`src/rtl/branch_predict_resolve.sv`:
```
// branch_predict_resolve
//   Direct-mapped BTB with 2-bit saturating counters, looked up with the IF PC,
//   plus combinational ID-stage resolution of BEQ/BNE/J/JAL/JR against the
//   prediction carried down the pipe. Trains the table on retired transfers.
//   Optional performance counters are built when BRU_PERF_CNT_EN is defined;
//   otherwise br_count_o/mp_count_o are tied to zero.
module branch_predict_resolve #(
    parameter int IDX_W = 6,
    parameter int TAG_W = 8
) (
    input  logic        clk,
    input  logic        rst,
    input  logic [31:0] if_pc_i,
    output logic        pred_taken_o,
    output logic [31:0] pred_target_o,
    input  logic        id_valid_i,
    input  logic        stall_i,
    input  logic        exception_i,
    input  logic [31:0] id_pc_i,
    input  logic [5:0]  id_op_i,
    input  logic [5:0]  id_func_i,
    input  logic [15:0] id_imm_i,
    input  logic [25:0] id_tgt26_i,
    input  logic [31:0] rs_data_i,
    input  logic [31:0] rt_data_i,
    input  logic        id_pred_taken_i,
    input  logic [31:0] id_pred_target_i,
    output logic        is_branch_o,
    output logic        mispredict_o,
    output logic [31:0] redirect_pc_o,
    output logic [31:0] br_count_o,
    output logic [31:0] mp_count_o
);

    localparam int DEPTH = 2 ** IDX_W;

    localparam logic [5:0] OP_SPECIAL = 6'h00;
    localparam logic [5:0] OP_J       = 6'h02;
    localparam logic [5:0] OP_JAL     = 6'h03;
    localparam logic [5:0] OP_BEQ     = 6'h04;
    localparam logic [5:0] OP_BNE     = 6'h05;
    localparam logic [5:0] FN_JR      = 6'h08;

    logic             valid_q [DEPTH];
    logic [1:0]       ctr_q   [DEPTH];
    logic [TAG_W-1:0] tag_q   [DEPTH];
    logic [31:0]      tgt_q   [DEPTH];

    logic [IDX_W-1:0] if_idx, id_idx;
    logic [TAG_W-1:0] if_tag, id_tag;
    logic             id_hit;

    logic        is_beq, is_bne, is_jmp, is_jr, cti;
    logic        taken;
    logic [31:0] pc_plus4, br_tgt, j_tgt, target;
    logic        act, upd;
    logic        unused_pc;

    assign if_idx    = if_pc_i[IDX_W+1:2];
    assign if_tag    = if_pc_i[IDX_W+TAG_W+1:IDX_W+2];
    assign id_idx    = id_pc_i[IDX_W+1:2];
    assign id_tag    = id_pc_i[IDX_W+TAG_W+1:IDX_W+2];
    assign unused_pc = ^{if_pc_i[31:IDX_W+TAG_W+2], if_pc_i[1:0]};

    // IF lookup: purely combinational, no bypass of a same-cycle write
    always_comb begin
        pred_taken_o  = valid_q[if_idx] && (tag_q[if_idx] == if_tag) && ctr_q[if_idx][1];
        pred_target_o = pred_taken_o ? tgt_q[if_idx] : 32'h0;
    end

    // ID decode, target generation and taken decision
    always_comb begin
        is_beq   = (id_op_i == OP_BEQ);
        is_bne   = (id_op_i == OP_BNE);
        is_jmp   = (id_op_i == OP_J) || (id_op_i == OP_JAL);
        is_jr    = (id_op_i == OP_SPECIAL) && (id_func_i == FN_JR);
        cti      = is_beq || is_bne || is_jmp || is_jr;
        pc_plus4 = id_pc_i + 32'd4;
        br_tgt   = pc_plus4 + {{14{id_imm_i[15]}}, id_imm_i, 2'b00};
        j_tgt    = {pc_plus4[31:28], id_tgt26_i, 2'b00};
        taken    = 1'b0;
        target   = 32'h0;
        if (is_beq) begin
            taken  = (rs_data_i == rt_data_i);
            target = br_tgt;
        end else if (is_bne) begin
            taken  = (rs_data_i != rt_data_i);
            target = br_tgt;
        end else if (is_jmp) begin
            taken  = 1'b1;
            target = j_tgt;
        end else if (is_jr) begin
            taken  = 1'b1;
            target = rs_data_i;
        end
    end

    // Resolution outputs; a non-CTI predicted taken (tag alias) also mispredicts
    always_comb begin
        act           = id_valid_i && !exception_i && !rst;
        is_branch_o   = act && cti && taken;
        mispredict_o  = act && ((taken != id_pred_taken_i) ||
                                (taken && (target != id_pred_target_i)));
        redirect_pc_o = act ? (taken ? target : pc_plus4) : 32'h0;
        upd           = act && !stall_i && (cti || id_pred_taken_i);
        id_hit        = valid_q[id_idx] && (tag_q[id_idx] == id_tag);
    end

    // Table training; stalls hold off the write so each instruction trains once
    always_ff @(posedge clk) begin
        if (rst) begin
            for (int i = 0; i < DEPTH; i++) begin
                valid_q[i] <= 1'b0;
                ctr_q[i]   <= 2'b01;
                tag_q[i]   <= '0;
                tgt_q[i]   <= 32'h0;
            end
        end else if (upd) begin
            if (id_hit && cti) begin
                if (taken) begin
                    if (ctr_q[id_idx] != 2'b11) ctr_q[id_idx] <= ctr_q[id_idx] + 2'b01;
                    tgt_q[id_idx] <= target;
                end else if (ctr_q[id_idx] != 2'b00) begin
                    ctr_q[id_idx] <= ctr_q[id_idx] - 2'b01;
                end
            end else if (id_hit) begin
                valid_q[id_idx] <= 1'b0;
            end else if (taken) begin
                valid_q[id_idx] <= 1'b1;
                tag_q[id_idx]   <= id_tag;
                tgt_q[id_idx]   <= target;
                ctr_q[id_idx]   <= 2'b10;
            end
        end
    end

`ifdef BRU_PERF_CNT_EN
    logic [31:0] br_cnt_q, mp_cnt_q;

    // Saturating retired-transfer and mispredict counters
    always_ff @(posedge clk) begin
        if (rst) begin
            br_cnt_q <= 32'h0;
            mp_cnt_q <= 32'h0;
        end else begin
            if (upd && cti && (br_cnt_q != 32'hFFFF_FFFF)) br_cnt_q <= br_cnt_q + 32'd1;
            if (upd && mispredict_o && (mp_cnt_q != 32'hFFFF_FFFF)) mp_cnt_q <= mp_cnt_q + 32'd1;
        end
    end

    assign br_count_o = br_cnt_q;
    assign mp_count_o = mp_cnt_q;
`else
    assign br_count_o = 32'h0;
    assign mp_count_o = 32'h0;
`endif

endmodule

```
`config.mk`:
```
export PLATFORM = sky130hd
export DESIGN_NAME = branch_predict_resolve
export DESIGN_NICKNAME = d
export VERILOG_FILES = /design/src/rtl/branch_predict_resolve.sv
export SDC_FILE = /design/constraint.sdc
export NUM_CORES = 2
export LEC_CHECK = 0
export CORE_UTILIZATION = 35
export DETAILED_ROUTE_END_ITERATION = 10
export PLACE_DENSITY = 0.57
export SLEW_MARGIN = 15
export SYNTH_ARGS = -nofsm -noshare
export SYNTH_HDL_FRONTEND = slang
export SYNTH_SLANG_ARGS = --single-unit
```
`constraint.sdc`:
```
create_clock -name clk -period 5.3 [get_ports clk]
set_input_delay 0.53 -clock clk [delete_from_list [all_inputs] [get_ports clk]]
set_output_delay 0.53 -clock clk [all_outputs]
set_load 0.1 [all_outputs]
```
==> impl_metrics.ini <==
[status]
status = finished with violations
violated_checks = design-rule violations, negative setup slack

[detailed_routing]
drcViolationCount = 14
drt-vias-per-instance = 5.81
route.detailed.wl_per_inst_um = 31.5
route.antenna.remaining_nets = 0
routed_wl_um = 474000
num_vias = 87239
drt_pass1_iterations = 9
drt-initial-drc-count = 11971

[yosys]
synth_top_family_by_area = multiplexers
synth_seq_cells = 2752
synth-compound-area-share = 0.0390
yosysSeqAreaShare = 0.630
syn-mean-instance-area_um2 = 14.2
ys_dominant_reg_cell = sky130_fd_sc_hd__edfxtp_1
synthSimpleGateAreaFrac = 0.117
synth-edff-count = 2752
yosys.area_share.adder = 0.00378
yosysWarningCount = 0
synthArstFlopShare = 0
synth.lib_cells_used.distinct = 92
muxShareOfSynthArea = 0.168
synthesis.instances = 9260
post_synth_instance_area_um2 = 131000
yosys.area_share.xor_xnor = 0.00742

[timing]
timing.final.crit_share = 1.02
grt_setup_unrepaired = true
max_slew.worst_pin.slew_ps = 1130
period_minus_slack_ps = 5420
fin_hold_ws_ps = 263
layout_setup_ws_ps = -124
timing.final.setup_violations = 11
timing.slew.headroom = 0.250
timing.clock.skew_ps = 82.3
final_max_slew_viols = 0
hold_violations = 0
achievable-frequency_ghz = 0.184

[placed_design]
dp_hpwl_um = 310000
io_buffer_count = 268
placement.setup.worst_slack_ps = -1320
numPlacedInstances = 14464
gp_congestion = 0.942

[critical_path]
cp_data_required_time_ps = 4770
cp_num_buf_inv = 5
cp_top_family = compound AO/OA/AOI/OAI gates
critical_path_class = primary input to output port
cp_cell_sequence = buf_12 > buf_12 > ha_4 > and3_4 > and3_4 > nand3_4 > xnor2_2 > ha_1 > and2_4 > a221o_1 > o31ai_4 > o22ai_2 > a21oi_2 > buf_4 > mux2i_4 > a21oi_2 > a2111o_1 > a2111oi_4 > buf_4 > and4_4 > a211oi_4 > buf_12
critical_path.startpoint = id_pc_i[3]
crit_fanout = 4
critical-path-slowest-cell = sky130_fd_sc_hd__a2111o_1
critical_path.reg2reg.startpoint = tag_q[31][7]
endpoint_kind = output port
setup.worst_path.start_class = primary input
timing.critical_path.mode_cell = sky130_fd_sc_hd__buf_12
critPathMaxStageDelay_ps = 450
worst_ep_arrival_time_ps = 4890

[clock_tree]
tritoncts.num_buffers = 295
clk_root_buffer_cell = sky130_fd_sc_hd__clkbuf_16
cts-root-to-sink-buffers = 4
cts.reportedPaths.clkPinSlew_ps = 50
clock_tree_from_tritoncts = done
cts_hold_buffers = 0
clkSinkCount = 2752
h_tree_level_count = 5
clkLatencyLatePin_ps = 880

[power_and_ir_drop]
internal_power_w = 0.0392
swShare = 0.243
p_leak_nw = 50.2
vdd.ir_drop.worst_mv = 0.274
power_density_nw_per_um2 = 328
power.combinational.fraction = 0.116
p_seq_frac = 0.489
p_switching_w = 0.0126
p_clk_frac = 0.395
total_power_w = 0.0518

[worst_hold_path]
min_from = id_pc_i[11]
hold_path_class = primary input to flop

[die]
start_util = 0.352
design.core.area_um2 = 372000
rows = 224
die-width_um = 614
fp.dieH_um = 614
pin_count = 351
design.die.area_um2 = 377000

[finish]
finalNetCount = 10089
layout-area-overhead-vs-synth_pct = 20.4
final_layout_size_suffix_gt1_frac = 0.277
postLayoutCoreUtil = 0.424
post_layout_nonfiller_instances = 15020

[global_route]
first_global_vias = 85656
pin_count_of_the_biggest_net_entering_global_routing = 132
grt_antenna_before_repair = 39
wire_length_of_the_first_global_routing_pass_um = 660000
gr-total-overflow = 0
grt.total_usage = 0.247

[job]
timing.max_cap.violations = 0
## routing by layer
metal,wire length (µm),vias up,GRT usage,part of all wire
li1,-,35594,-,-
met1,183000,45580,0.333,0.39
met2,223000,5110,0.396,0.47
met3,46200,941,0.0433,0.097
met4,21700,14,0.0956,0.046
met5,96,-,0,0.00020
## cell families after synthesis
logic type	count (synthesis)
AND/OR/NAND/NOR	3564
flip-flops	2752
multiplexers	1061
buffers and inverters	1039
AO/OA/AOI/OAI	693
XOR/XNOR	111
adder cells (fa/ha/maj)	39
other	1
## sequential cells by signal, indices dropped and copies added (netlist names)
name and flops:
tgt_q 2048, ctr_q 128, tag_q 512, valid_q 64
## worst paths after layout
| check | end | slack (ps) | depth (start not counted) |
|---|---|---|---|
| max | mispredict_o | -120 | 22 |
| min | tag_q[7][3] | 260 | 3 |
| max reg2reg | ctr_q[58][0] | 720 | 13 |
| min reg2reg | ctr_q[7][0] | 1310 | 5 |
## layout by cell type, fill, tap and decap left out, types with 34 or more instances in the layout
| cell | instances |
|---|---|
| sky130_fd_sc_hd__a21oi_1 | 43 |
| sky130_fd_sc_hd__nand3_2 | 57 |
| sky130_fd_sc_hd__a221oi_1 | 51 |
| sky130_fd_sc_hd__nor2b_1 | 45 |
| sky130_fd_sc_hd__and3_1 | 34 |
| sky130_fd_sc_hd__clkbuf_1 | 64 |
| sky130_fd_sc_hd__a211oi_4 | 36 |
| sky130_fd_sc_hd__clkinv_2 | 35 |
| sky130_fd_sc_hd__nand3_1 | 109 |
| sky130_fd_sc_hd__clkinv_1 | 54 |
| sky130_fd_sc_hd__o22ai_1 | 48 |
| sky130_fd_sc_hd__mux2i_1 | 92 |
| sky130_fd_sc_hd__buf_12 | 287 |
| sky130_fd_sc_hd__xor2_1 | 60 |
| sky130_fd_sc_hd__nor2_2 | 65 |
| sky130_fd_sc_hd__mux4_2 | 901 |
| sky130_fd_sc_hd__clkdlybuf4s50_1 | 174 |
| sky130_fd_sc_hd__nand2b_2 | 64 |
| sky130_fd_sc_hd__and2_1 | 211 |
| sky130_fd_sc_hd__conb_1 | 64 |
| sky130_fd_sc_hd__nand2_1 | 239 |
| sky130_fd_sc_hd__o21ai_0 | 60 |
| sky130_fd_sc_hd__mux2_2 | 36 |
| sky130_fd_sc_hd__nor2_1 | 2488 |
| sky130_fd_sc_hd__o21bai_1 | 131 |
| sky130_fd_sc_hd__buf_4 | 718 |
| sky130_fd_sc_hd__edfxtp_1 | 2752 |
| sky130_fd_sc_hd__clkbuf_16 | 307 |
| sky130_fd_sc_hd__or2_1 | 64 |
| sky130_fd_sc_hd__a22oi_1 | 59 |
## layout make-up
cell class,instances,area [µm²]
Fill cell,33445,215000
Timing Repair Buffer,1222,13300
Antenna cell,10,25.0
Sequential cell,2752,82600
Clock buffer,371,7920
Tap cell,4972,6220
Clock inverter,134,1370
Inverter,27,101
Multi-Input combinational cell,5532,46200
## Yosys cell counts, drive strengths merged, types with 7 or more instances
master	number	share of area
o21a	8	0.00046
o211ai	7	0.00040
buf	351	0.015
ha	38	0.0036
mux4	901	0.15
nand4	19	0.00091
and3	43	0.0021
nor2	2560	0.074
a221o	20	0.0015
nand3	167	0.0064
mux2	66	0.0057
clkbuf	661	0.019
xnor2	48	0.0032
o22ai	49	0.0023
inv	26	0.00074
o21ai	73	0.0028
mux2i	94	0.0072
a21o	12	0.00069
a211oi	67	0.0038
nand2	255	0.0073
a22oi	61	0.0035
o221ai	19	0.0013
a222oi	10	0.00076
o21bai	131	0.0075
nand2b	81	0.0039
a21oi	69	0.0027
nor4	20	0.0011
a221oi	56	0.0038
nor2b	51	0.0024
and2	219	0.010
or2	70	0.0033
and4	7	0.00047
a31oi	14	0.00067
a22o	31	0.0021
nor3	32	0.0013
or3	12	0.00057
xor2	63	0.0042
edfxtp	2752	0.63
## tightest hold or removal path, stage by stage
cell and delay [ps]:
sky130_fd_sc_hd__buf_2 140, sky130_fd_sc_hd__buf_4 190, sky130_fd_sc_hd__and2_1 130
## power groups by stage
| stage | sequential, W | combinational [W] | clock, W |
|---|---|---|---|
| after floorplan | 0.0256 | 0.00318 | 0 |
| after global routing | 0.0254 | 0.00617 | 0.0214 |
| after global placement | 0.0257 | 0.00586 | 0 |
| final | 0.0253 | 0.00602 | 0.0205 |
| after CTS | 0.0253 | 0.00595 | 0.0207 |
| after detailed placement | 0.0258 | 0.00587 | 0 |
## stage by stage
stage	TNS, ps	area (µm²)
after floorplan	-3130	132000
after global placement	-292760	147000
after detailed placement	-299150	147000
after CTS	-791	157000
after global routing	-873	158000
final	-711	158000
## repair_timing
| action | 4_1_cts | 5_1_grt |
|---|---|---|
| pin swaps | 57 | 62 |
| endpoints found under the setup margin | 42 | 23 |
| buffers inserted | 29 | 16 |
| resized for setup | 130 | 67 |
No activity file was read; power rests on OpenSTA's default activity.
==> RTL change, RTL diff (same settings) <==
Add a define of `BRU_PERF_CNT_EN`.
--- a/src/rtl/branch_predict_resolve.sv
+++ b/src/rtl/branch_predict_resolve.sv
@@ -4,6 +4,8 @@
 //   prediction carried down the pipe. Trains the table on retired transfers.
 //   Optional performance counters are built when BRU_PERF_CNT_EN is defined;
 //   otherwise br_count_o/mp_count_o are tied to zero.
+`define BRU_PERF_CNT_EN
+
 module branch_predict_resolve #(
     parameter int IDX_W = 6,
     parameter int TAG_W = 8
Function: not settled (the Yosys comparison gave no result); the edit may change what the design does.
==> RTL change against the original RTL <==
The run ends with negative setup slack left; final area is 2.0% higher; synthesized area is 2.0% higher; power is 1.6% higher; clock skew is 0.034 ns lower; utilization barely moved; routed wire length rose by 4.9%; synthesized cell count rose by 3.9%; setup slack improved by 0.11 ns; sequential cell count is 64 higher; clock power grew 3%; cell count up 3.3%.
==> RTL change: results (changes against the original RTL) <==
.. list-table::
   :header-rows: 1

   * - Metric
     - Value
   * - Run status
     - finished, violations left
   * - Violated checks
     - negative setup slack
   * - All-layer global routing usage
     - 25.4% (+0.70 points)
   * - Initial detailed-routing violation count
     - 12,900 (+7.5%)
   * - Total number of nets in the final design
     - 10,500 (+4.3%)
   * - Global-route met2 utilization
     - 40.0% (+0.40 points)
   * - First-pass GRT wire length
     - 692,000 um (+4.9%)
   * - Final-report setup violation count
     - 1 (-10)
   * - Metal2 WL
     - 230,000 um (+3.1%)
   * - Total met3 wirelength after detailed routing
     - 50,600 um (+9.5%)
   * - Xor-xnor portion of the synthesized cell area
     - 0.876% (+0.13 points)
   * - Slack of the worst reg-to-reg path
     - 0.61 ns (-0.11 ns)
   * - Met1 WL
     - 191,000 um (+4.6%)
   * - Critical path's largest stage delay
     - 0.42 ns (-0.03 ns)
   * - Slew Limit Headroom
     - 19.5% (-5.5 points)
   * - Bufs on Longest Clock Path
     - 4 (unchanged)
   * - Initial antenna violation count
     - 38 (-2.6%)
   * - Top post-synthesis cells by area
     - sky130_fd_sc_hd__edfxtp_1, sky130_fd_sc_hd__mux4_2, sky130_fd_sc_hd__nor2_1
   * - Met1 usage
     - 34.1% (+0.78 points)
   * - Delay-heaviest family, CP
     - buffers and inverters
   * - VDD IR max
     - 0.297 mV (+8.4%)
   * - Via count
     - 91,000 (+4.3%)
   * - Slowest cell on the critical path
     - sky130_fd_sc_hd__fa_1
   * - Number of buffers created by CTS
     - 308 (+4.4%)
   * - Worst-Skew Late Latency
     - 0.86 ns (-0.02 ns)
   * - Share of layout cells above drive strength 1
     - 26.6% (-1.1 points)
   * - Fraction of the yosys area taken by sequential cells
     - 62.8% (-0.29 points)
   * - Multiplexer area fraction after synthesis
     - 16.0% (-0.76 points)
   * - Final critical-path setup slack
     - -0.0129 ns (+0.112 ns)
   * - Vias in the first global route
     - 88,500 (+3.4%)
   * - Critical Path AT
     - 4.78 ns (-0.11 ns)
   * - Share of the synthesized area in compound gates (AO/OA/AOI/OAI)
     - 3.81% (-0.092 points)
   * - Share of power burned in the clock network
     - 40.1% (+0.6 points)
   * - WL/cell
     - 32.0 um (+1.5%)
   * - Most frequent cells after synthesis
     - sky130_fd_sc_hd__edfxtp_1, sky130_fd_sc_hd__nor2_1, sky130_fd_sc_hd__mux4_2
   * - Global placement routability congestion
     - 0.970 (+3.0%)
   * - Cell leakage power
     - 52.1 nW (+3.8%)
   * - Hold_ws
     - 0.0974 ns (-0.166 ns)
   * - FP Rows
     - 226 (+0.89%)
   * - Pin count of the biggest net entering global routing
     - 115 (-13%)
   * - Half-perimeter wire length after placement
     - 327,000 um (+5.2%)
   * - Global Route met3 Usage
     - 4.99% (+0.66 points)
   * - Post-synthesis adder-cell area fraction
     - 0.389% (+0.011 points)
   * - Count of buffers from port buffering
     - 332 (+24%)
   * - Max Fanout on Critical Path
     - 7 (+3)
   * - Net switching power figure
     - 12.7 mW (+0.65%)
   * - Clk_skew
     - 0.0485 ns (-0.0339 ns)
## RTL change: final timing paths
path / start / endpoint / depth (start not counted)
setup / recovery: id_pc_i[2] / mispredict_o / 20
hold / removal: rst / mp_count_o[19] / 2
setup reg to reg: tag_q[57][6] / valid_q[19] / 15
hold reg to reg: br_count_o[5] / br_count_o[5] / 2
## RTL change: cell type report
type | instances | area [um^2]
Clock inverter | 159 | 1400
Clock buffer | 377 | 8230
Antenna cell | 15 | 37.5
Inverter | 32 | 120
Timing Repair Buffer | 1320 | 13600
Tap cell | 5016 | 6280
Multi-Input combinational cell | 5784 | 47300
Fill cell | 34200 | 219000
Sequential cell | 2816 | 83900
## RTL change: cell families (layout without fill, tap and decap cells)
kind of cell	after synthesis	count (layout)
AND/OR/NAND/NOR	3879	3879
flip-flops	2816	2816
multiplexers	1023	1023
buffers and inverters	1021	1888
AO/OA/AOI/OAI	709	709
XOR/XNOR	132	132
adder cells (fa/ha/maj)	41	41
other	0	15
## RTL change: what timing repair did
| item | 4_1_cts | 5_1_grt |
|---|---|---|
| hold endpoints to repair | 0 | 0 |
| setup buffers | 15 | 1 |
| setup endpoints to repair | 35 | 6 |
| pin swaps | 30 | 9 |
| gates resized for setup | 83 | 37 |
## RTL change: stage by stage
stage / cell area [um^2] / setup TNS [ns] / worst slack (ns) / cells / total power, mW
floorplan: 134000 / -1.01 / -0.584 / 9621 / 29.0
global placement: 151000 / -591.57 / -1.08 / 15000 / 31.8
detailed placement: 151000 / -699.44 / -1.04 / 15000 / 31.9
CTS: 161000 / -0.105 / -0.0727 / 15500 / 52.8
global route: 161000 / -0.192 / -0.192 / 15500 / 53.9
finish: 161000 / -0.0129 / -0.0129 / 15500 / 52.7
